--- src/rtl/lif_neuron_param.sv ---
// lif_neuron_param: parametrised leaky integrate-and-fire neuron core.
//
// N_CH weighted unsigned channel inputs are summed into a V_W-bit membrane
// potential that leaks by a programmable right shift. Crossing the threshold
// (static thr plus a spike-driven adaptation offset theta) emits a one-cycle
// spike, clears the membrane and starts an absolute refractory period.
// All parameters arrive through a framed serial loader. The frame is sent
// MSB first, with fields in this order: w[0..N_CH-1], thr, leak_sh, ref_per,
// adp_step.
//
// Ports:
//   clk, reset    clock and synchronous active-high reset (clears everything)
//   enable        advances neuron dynamics when high
//   chan          channel inputs, channel i at [i*IN_W +: IN_W]
//   load_mode     serial parameter shift mode; neuron frozen while high
//   serial_data   parameter bit, sampled each clk while load_mode=1
//   spike_out     one-cycle spike pulse
//   v_mem_out     membrane potential
//   theta_out     adaptive threshold offset
//   refractory    high while the refractory counter is non-zero
//   params_ready  a complete frame has been latched since reset
module lif_neuron_param #(
  parameter int N_CH  = 2,
  parameter int IN_W  = 3,
  parameter int W_W   = 4,
  parameter int V_W   = 8,
  parameter int REF_W = 3,
  parameter int ADP_W = 4
) (
  input  logic                   clk,
  input  logic                   reset,
  input  logic                   enable,
  input  logic [N_CH*IN_W-1:0]   chan,
  input  logic                   load_mode,
  input  logic                   serial_data,
  output logic                   spike_out,
  output logic [V_W-1:0]         v_mem_out,
  output logic [V_W-1:0]         theta_out,
  output logic                   refractory,
  output logic                   params_ready
);

  localparam int F     = N_CH*W_W + V_W + 3 + REF_W + ADP_W;
  localparam int CNT_W = $clog2(F + 1);
  localparam int SUM_W = IN_W + W_W + $clog2(N_CH);
  localparam int ACC_W = ((SUM_W > V_W) ? SUM_W : V_W) + 1;
  localparam logic [V_W-1:0] V_MAX = {V_W{1'b1}};

  // Clip a wide accumulator to the membrane range.
  function automatic logic [V_W-1:0] sat_v(input logic [ACC_W-1:0] x);
    if (x > ACC_W'(V_MAX)) return V_MAX;
    return x[V_W-1:0];
  endfunction

  // Saturating add within the membrane range.
  function automatic logic [V_W-1:0] sat_add(input logic [V_W-1:0] a,
                                             input logic [V_W-1:0] b);
    logic [V_W:0] s;
    s = {1'b0, a} + {1'b0, b};
    return s[V_W] ? V_MAX : s[V_W-1:0];
  endfunction

  // Decrement floored at zero.
  function automatic logic [V_W-1:0] dec_floor(input logic [V_W-1:0] a);
    return (a != '0) ? a - V_W'(1) : a;
  endfunction

  // Shift leak; a zero shift would otherwise remove the whole potential.
  function automatic logic [V_W-1:0] leak(input logic [V_W-1:0] v,
                                          input logic [2:0]     sh);
    if (sh == 3'd0) return v;
    return v - (v >> sh);
  endfunction

  // Only F-1 bits are kept: the incoming bit completes the frame.
  logic [F-2:0]       sr_q, sr_d;
  logic [CNT_W-1:0]   cnt_q, cnt_d;
  logic [W_W-1:0]     w_q [N_CH];
  logic [W_W-1:0]     w_d [N_CH];
  logic [V_W-1:0]     thr_q, thr_d;
  logic [2:0]         leak_q, leak_d;
  logic [REF_W-1:0]   refp_q, refp_d;
  logic [ADP_W-1:0]   adp_q, adp_d;
  logic               rdy_q, rdy_d;
  logic [V_W-1:0]     v_q, v_d;
  logic [V_W-1:0]     theta_q, theta_d;
  logic [REF_W-1:0]   ref_cnt_q, ref_cnt_d;
  logic               spike_q, spike_d;
  logic               refr_q, refr_d;

  logic [F-1:0]       frame;
  logic [SUM_W-1:0]   sum;
  logic [V_W-1:0]     vl, vn, th_eff;

  always_comb begin
    sum = '0;
    for (int i = 0; i < N_CH; i++) begin
      sum = sum + SUM_W'(chan[i*IN_W +: IN_W]) * SUM_W'(w_q[i]);
    end
  end

  always_comb begin
    sr_d      = sr_q;
    cnt_d     = cnt_q;
    w_d       = w_q;
    thr_d     = thr_q;
    leak_d    = leak_q;
    refp_d    = refp_q;
    adp_d     = adp_q;
    rdy_d     = rdy_q;
    v_d       = v_q;
    theta_d   = theta_q;
    ref_cnt_d = ref_cnt_q;
    spike_d   = 1'b0;
    frame     = {sr_q, serial_data};
    vl        = leak(v_q, leak_q);
    vn        = sat_v(ACC_W'(vl) + ACC_W'(sum));
    th_eff    = sat_add(thr_q, theta_q);

    if (load_mode) begin
      sr_d = frame[F-2:0];
      if (cnt_q == CNT_W'(F - 1)) begin
        cnt_d = '0;
        rdy_d = 1'b1;
        for (int i = 0; i < N_CH; i++) begin
          w_d[i] = frame[F-1-i*W_W -: W_W];
        end
        thr_d  = frame[ADP_W+REF_W+3 +: V_W];
        leak_d = frame[ADP_W+REF_W +: 3];
        refp_d = frame[ADP_W +: REF_W];
        adp_d  = frame[0 +: ADP_W];
      end else begin
        cnt_d = cnt_q + CNT_W'(1);
      end
    end else begin
      // Leaving load mode mid-frame drops the partial frame.
      cnt_d = '0;
      if (enable && rdy_q) begin
        if (ref_cnt_q != '0) begin
          v_d       = '0;
          ref_cnt_d = ref_cnt_q - REF_W'(1);
          theta_d   = dec_floor(theta_q);
        end else if (vn >= th_eff) begin
          spike_d   = 1'b1;
          v_d       = '0;
          ref_cnt_d = refp_q;
          theta_d   = sat_add(theta_q, V_W'(adp_q));
        end else begin
          v_d     = vn;
          theta_d = dec_floor(theta_q);
        end
      end
    end
    refr_d = (ref_cnt_d != '0);
  end

  // ---- register stage: state, parameters and all outputs ----
  always_ff @(posedge clk) begin
    if (reset) begin
      sr_q      <= '0;
      cnt_q     <= '0;
      for (int i = 0; i < N_CH; i++) w_q[i] <= '0;
      thr_q     <= '0;
      leak_q    <= '0;
      refp_q    <= '0;
      adp_q     <= '0;
      rdy_q     <= 1'b0;
      v_q       <= '0;
      theta_q   <= '0;
      ref_cnt_q <= '0;
      spike_q   <= 1'b0;
      refr_q    <= 1'b0;
    end else begin
      sr_q      <= sr_d;
      cnt_q     <= cnt_d;
      w_q       <= w_d;
      thr_q     <= thr_d;
      leak_q    <= leak_d;
      refp_q    <= refp_d;
      adp_q     <= adp_d;
      rdy_q     <= rdy_d;
      v_q       <= v_d;
      theta_q   <= theta_d;
      ref_cnt_q <= ref_cnt_d;
      spike_q   <= spike_d;
      refr_q    <= refr_d;
    end
  end

  assign spike_out    = spike_q;
  assign v_mem_out    = v_q;
  assign theta_out    = theta_q;
  assign refractory   = refr_q;
  assign params_ready = rdy_q;

endmodule

--- config.mk ---
export PLATFORM = sky130hd
export DESIGN_NAME = lif_neuron_param
export DESIGN_NICKNAME = d
export VERILOG_FILES = /design/src/rtl/lif_neuron_param.sv
export SDC_FILE = /design/constraint.sdc
export NUM_CORES = 1
export LEC_CHECK = 0
export BUFFER_PORTS_ARGS = -buffer_cell sky130_fd_sc_hd__buf_4
export CAP_MARGIN = 40
export CELL_PAD_IN_SITES_DETAIL_PLACEMENT = 1
export CELL_PAD_IN_SITES_GLOBAL_PLACEMENT = 1
export CORE_UTILIZATION = 51
export CTS_CLUSTER_DIAMETER = 40
export DETAILED_ROUTE_END_ITERATION = 8
export PLACE_DENSITY_LB_ADDON = 0.1
export SYNTH_ARGS = -nofsm -noshare
export SYNTH_HDL_FRONTEND = slang
export SYNTH_SLANG_ARGS = --single-unit
export TNS_END_PERCENT = 50
--- constraint.sdc ---
create_clock -name clk -period 14.1 [get_ports clk]
set_input_delay 0 -clock clk [delete_from_list [all_inputs] [get_ports clk]]
set_output_delay 0 -clock clk [all_outputs]
set_load 0.05 [all_outputs]
==> impl_results.md, run 1 <==
* Vias per inst at 5.77
* Syn. warnings at 0
* P per Cell Area at 68.2 nW/µm²
* Final #Nets at 736
* Cell count after synthesis at 638
* Sequential element share of the synthesized area at 0.287
* Yosys cell types at 63
* DRT antenna net count at 0
* Psw at 0.0975 mW
* Max_slew headroom at 0.403
* Worst Hold Slack at 0.120 ns
* Pre-antenna DRT Iters at 4
* Switching part of the total at 0.240
* Core area at 10300 µm²
* Total congestion overflow at 0
* Mapped Area at 5430 µm²
* Commonest non-fill, non-tap cell in the layout: nand2_1
* Initial antenna violation count at 0
* Endpoints failing hold at 0
* Max Cap Viol at 0
* WP data arrival at 7.05 ns
* Total GRT Usage at 0.263
* Worst-Margin Slew at 0.889 ns
* Comb power frac at 0.028
* FMAX at 0.147 GHz
* Rows at 37
* Worst skew pair latency at 0.36 ns
* Post-synth net total at 719
* Leak at 2.49 nW
* Post-synthesis register bit count at 78
* DRC viols at 0
* Clock skew at 0.00812 ns
* VDD IR max at 0.0689 mV
* GP Congestion at 0.856
* Drt first-iter violations at 137
* Diode count at 0
* Die width at 105 µm
* WL/cell at 17.4 µm
* CP required at 14.35 ns
* Share of post-route cells with drive strength above 1 at 0.102
* Final setup fails at 0
* Total Neg Setup Slack at 0 ns
* Buffers on Ports at 29
* IO Pins at 30
* Die area at 11100 µm²
* CTS buffer count at 9
* Clk network pwr share at 0.428
* Effective utilization at floorplan at 0.526
* Clk slew on worst S/H paths at 0.09 ns
* Most frequent cells in the layout: nand2_1 (87), dfxtp_1 (78), nor2_1 (61)
* Post_cts resized at 0
* First-pass GRT wire length at 23.2 mm
* RSZ-0062 raised after global routing: false
* Synth Flop Type: dfxtp_1
* Async set or reset register ratio after synthesis at 0
* Avg Synthesized Cell Area at 8.52 µm²
* CP Class: reg2reg
* Final period utilization at 0.482
* Dpl hpwl at 10.6 mm
* DRT Wirelength at 13.8 mm
* Largest net degree at the start of global routing at 69
* P_int at 0.309 mW
* CTS tree: yes
* Vias in the first global route at 4814
* Post-synth EDFFs at 0
* Worst Setup Start Kind: flop
* Clk buf depth at 2
* Die Y at 105 µm
* Outcome: finished clean
* # clock sinks at 78
* Worst Hold Class: in2reg
* Total number of vias at 4591
* Flop pwr share at 0.545
* Root buffer cell: clkbuf_8
* Fin. max-slew vios at 0
* H-Tree Level Count at 3
* Synth-to-Final Area Change at 9.65%
* CP endpoint kind: flop
* Fin crit period at 6.80 ns
* CP max FO at 17
## critical path: stages, from the launching register on
cell and delay, ns:
dfxtp_1 0.52, nor3_1 0.81, a221oi_1 0.30, ha_1 0.34, a21o_1 0.15, a21o_1 0.21
xnor2_1 0.13, nand2_1 0.07, o21ai_0 0.12, fa_1 0.51, inv_1 0.05, ha_1 0.34
o21ai_0 0.23, o21bai_1 0.12, a21oi_1 0.26, o21ai_1 0.22, a21o_1 0.23, ha_1 0.32
nand4_2 0.14, o31ai_4 0.61, nand2_2 0.25, or3_1 0.46, a32o_1 0.28
## metal layers
layer  global-route usage  wire (µm)  vias to the layer above
met1                0.312       5960                     2282
met2                0.498       7410                       49
met5                    0          0                        -
li1                     -          -                     2243
met3               0.0303        256                       17
met4               0.0704        207                        0
## through the flow
step | cells | cell area [µm²] | worst slack (ns) | utilization | power [mW]
final | 796 | 5960 | 7.30 | 0.577 | 0.406
after global routing | 796 | 5960 | 6.87 | 0.577 | 0.420
after CTS | 796 | 5960 | 7.37 | 0.577 | 0.410
after detailed placement | 779 | 5740 | 7.50 | 0.556 | 0.237
after global placement | 776 | 5710 | 7.83 | 0.553 | 0.237
after floorplan | 638 | 5430 | 8.41 | - | 0.233
## kinds of logic (layout without fill, tap and decap cells)
logic type	Yosys count	after routing	share of synthesized area
AOI/OAI and AO/OA	134	134	0.166
muxes	37	37	0.0709
buffers and inverters	68	90	0.0495
and+or+nand+nor	233	233	0.207
adders and majority gates	70	70	0.190
xor gates and xnor gates	18	18	0.0290
DFF	78	78	0.287
## worst paths after layout
check,slack [ns],cells past startpoint,endpoint,from
max reg2reg,7.30,22,theta_out[3],leak_q[0]
min,0.12,5,theta_out[1],enable
max,7.30,22,theta_out[3],leak_q[0]
min reg2reg,0.47,2,adp_q[0],adp_q[0]
## flip-flops by register name, indices dropped and copies added (netlist names), 3 cells and up
| name | count |
|---|---|
| thr_q | 8 |
| refp_q | 3 |
| theta_out | 8 |
| v_mem_out | 8 |
| ref_cnt_q | 3 |
| leak_q | 3 |
| cnt_q | 5 |
| adp_q | 4 |
| sr_q | 25 |
| w_q | 8 |
## Yosys cell counts, types with 2 or more instances
master    count  area (µm²)
mux2i_1      34         340
and2_1       22         138
nand4_1       2        12.5
a211oi_1      9        67.6
buf_1         5        18.8
nor4b_1       2        17.5
nand3_1       5        25.0
o21a_1        6        45.0
nor2b_1      10        62.6
nor3_1       10        50.1
o21bai_1      5        37.5
o21ai_0      18        90.1
fa_1         21         420
a21o_1        7        52.6
a31oi_1       4        25.0
inv_1        41         154
buf_2         5        25.0
dfxtp_1      78        1560
nand3b_1      4        30.0
clkbuf_1     16        60.1
a311oi_1      4        35.0
a22o_1        7        61.3
or3_1         4        25.0
or2_2         3        18.8
o21ai_1       4        20.0
o22ai_1       2        12.5
a21oi_1      49         245
o211ai_1      4        30.0
nor2_1       61         229
ha_1         49         613
nand2_1      87         327
xor2_1        6        52.6
or2_1         2        12.5
nand2b_1      4        25.0
xnor2_1      12         105
mux2_2        2        22.5
o31ai_1       3        22.5
nor4_1        6        37.5
## power by group through the flow
stage	sequential, mW	combinational [mW]	clock, mW
6_report	0.221	0.0112	0.174
3_5_place_dp	0.226	0.0110	0
2_1_floorplan	0.226	0.00693	0
3_3_place_gp	0.226	0.0106	0
5_1_grt	0.221	0.0123	0.186
4_1_cts	0.221	0.0113	0.178
## layout make-up
class                           count  area [µm²]
Clock buffer                        9         124
Clock inverter                      7        80.1
Fill cell                        1221        4370
Inverter                           41         154
Multi-Input combinational cell    492        3600
Sequential cell                    78        1560
Tap cell                          136         170
Timing Repair Buffer               33         265
## what timing repair did
item                      4_1_cts  5_1_grt
hold buffers                    1        0
hold endpoints to repair        2        0
setup buffers                   0        0
(Power assumes the default switching activity.)
==> run 2: changes to the inputs <==
--- a/config.mk
+++ b/config.mk
@@ -9,7 +9,7 @@
 export CAP_MARGIN = 40
 export CELL_PAD_IN_SITES_DETAIL_PLACEMENT = 1
 export CELL_PAD_IN_SITES_GLOBAL_PLACEMENT = 1
-export CORE_UTILIZATION = 51
+export CORE_UTILIZATION = 43
 export CTS_CLUSTER_DIAMETER = 40
 export DETAILED_ROUTE_END_ITERATION = 8
 export PLACE_DENSITY_LB_ADDON = 0.1
==> constraint.sdc (replaced) <==
create_clock -name clk -period 6.15 [get_ports clk]
set_input_delay 0 -clock clk [delete_from_list [all_inputs] [get_ports clk]]
set_output_delay 0 -clock clk [all_outputs]
set_load 0.05 [all_outputs]
==> impl_results.md, run 2 (synthesis results as in run 1) <==
* Dpl hpwl at 11.2 mm
* Setup crit start: w_q[5]
* Clk slew on worst S/H paths at 0.06 ns
* Clock skew at 0.00611 ns
* Pre-antenna DRT Iters at 6
* DRT Wirelength at 14.3 mm
* Reg2Reg Setup Slack at 0.31 ns
* CP endpoint: refractory
* Most frequent cells in the layout: nand2_1 (87), dfxtp_1 (77), nor2_1 (60)
* Worst-Margin Slew at 0.727 ns
* Vias per inst at 5.44
* IO Pins at 30
* Critical path cell sequence: and2_1 > fa_1 > fa_1 > fa_1 > inv_1 > fa_1 > inv_1 > ha_1 > o21ai_0 > o21bai_1 > a21oi_2 > o21ai_4 > nor2_2 > ha_1 > nand2b_4 > a2111oi_4 > o31ai_4 > buf_4 > o311a_1 > a41oi_2
* CP endpoint kind: flop
* Endpoints failing hold at 0
* Core area at 12200 µm²
* Leak at 2.63 nW
* CP max FO at 8
* Drt first-iter violations at 142
* GP Congestion at 0.852
* DRT antenna net count at 0
* CTS buffer count at 9
* Final instance area at 6270 µm²
* H-Tree Level Count at 3
* Fin crit period at 5.84 ns
* Effective utilization at floorplan at 0.447
* Stages on the worst setup path at 20
* P per Cell Area at 177 nW/µm²
* CP peak stage delay at 0.58 ns
* Diode count at 0
* CTS tree: yes
* Total GRT Usage at 0.234
* Largest net degree at the start of global routing at 69
* Most frequent CP cell: fa_1
* First-pass GRT wire length at 23.7 mm
* WL/cell at 17.1 µm
* Die area at 13100 µm²
* CP top delay family: adder cells
* Share of post-route cells with drive strength above 1 at 0.131
* Commonest non-fill, non-tap cell in the layout: nand2_1
* Max reg flops at 25
* Outcome: finished clean
* Initial antenna violation count at 0
* Fin. max-slew vios at 0
* Root buffer cell: clkbuf_16
* # clock sinks at 78
* CP required at 6.41 ns
* Rows at 40
* VDD IR max at 0.109 mV
* Clk buf depth at 2
* Final setup fails at 0
* Buffers on Ports at 29
* Die width at 114 µm
* Filler cells at 1471
* Vias in the first global route at 4840
* Worst Hold Slack at 0.182 ns
* Final #Nets at 749
* CP Class: reg2reg
* Placed cell area at 5880 µm²
* R2R depth at 20
* Post-Layout Cell Count at 840
* R2R Path Start: w_q[5]
* Total number of vias at 4566
* Final period utilization at 0.950
* Worst Setup Start Kind: flop
* Largest reg by FF count: sr_q
* FMAX at 0.171 GHz
* Reg-to-Reg End: refractory
* DRC viols at 0
* WP data arrival at 6.10 ns
* DP Cell Count at 822
* Synth-to-Final Area Change at 15.4%
* Max Cap Viol at 0
* Worst skew pair latency at 0.34 ns
* Worst Hold Class: in2reg
* Sum of buffers and inverters on the critical path at 3
* Max_slew headroom at 0.515
* Die Y at 114 µm
* Crit-path slowest cell: fa_1
* Overall Power at 1.11 mW
* Total congestion overflow at 0
## run 2: worst register-to-register path, delay by kind of cell (launching register included)
| family | cells | cell delay [ns] |
|---|---|---|
| flip-flops | 1 | 0.34 |
| AO/OA/AOI/OAI | 8 | 1.85 |
| AND/OR/NAND/NOR | 3 | 0.53 |
| adder cells (fa/ha/maj) | 6 | 2.76 |
| buffers and inverters | 3 | 0.30 |
## run 2: repair_timing
action                                  in CTS  in global routing
buffers inserted                             0                  2
gates resized for setup                      0                 12
hold endpoints to repair                     2                  0
endpoints found under the setup margin       0                 21
hold buffers                                 1                  0
## run 2: layout make-up
type,count,area (µm²),share of cell area
Clock buffer,10,239,0.0381
Clock inverter,5,81.3,0.0130
Inverter,41,154,0.0246
Multi-Input combinational cell,492,3650,0.582
Sequential cell,78,1560,0.249
Tap cell,168,210,0.0335
Timing Repair Buffer,46,375,0.0599
## run 2: routing by layer
layer	vias up	routed length, µm	GRT usage
met5	-	0	0
li1	2263	-	-
met3	19	277	0.0286
met1	2230	6210	0.273
met2	54	7570	0.441
met4	0	269	0.0779
## run 2: how the worst min path moves through the flow
stage	startpoint	to	slack (ns)	cells past startpoint
CTS	load_mode	sr_q[4]	0.19	3
floorplan	serial_data	adp_q[0]	0.14	2
detailed placement	serial_data	adp_q[0]	0.28	3
finish	reset	sr_q[4]	0.18	2
global route	load_mode	sr_q[5]	0.22	3
global placement	serial_data	sr_q[0]	0.25	3
## run 2: where the power goes
group	internal [mW]	leakage (nW)	switching, mW	total [mW]
combinational	0.00933	1.85	0.0163	0.0256
sequential	0.507	0.629	0.00117	0.508
clock	0.365	0.155	0.213	0.578
## run 2: stage by stage
| step | util | TNS [ns] | setup WS [ns] |
|---|---|---|---|
| floorplan | - | 0 | 0.463 |
| finish | 0.515 | 0 | 0.310 |
| global placement | 0.480 | 0 | 0.174 |
| detailed placement | 0.483 | 0 | 0.0419 |
| global route | 0.515 | -0.00259 | -0.00259 |
| CTS | 0.510 | 0 | 0.00691 |
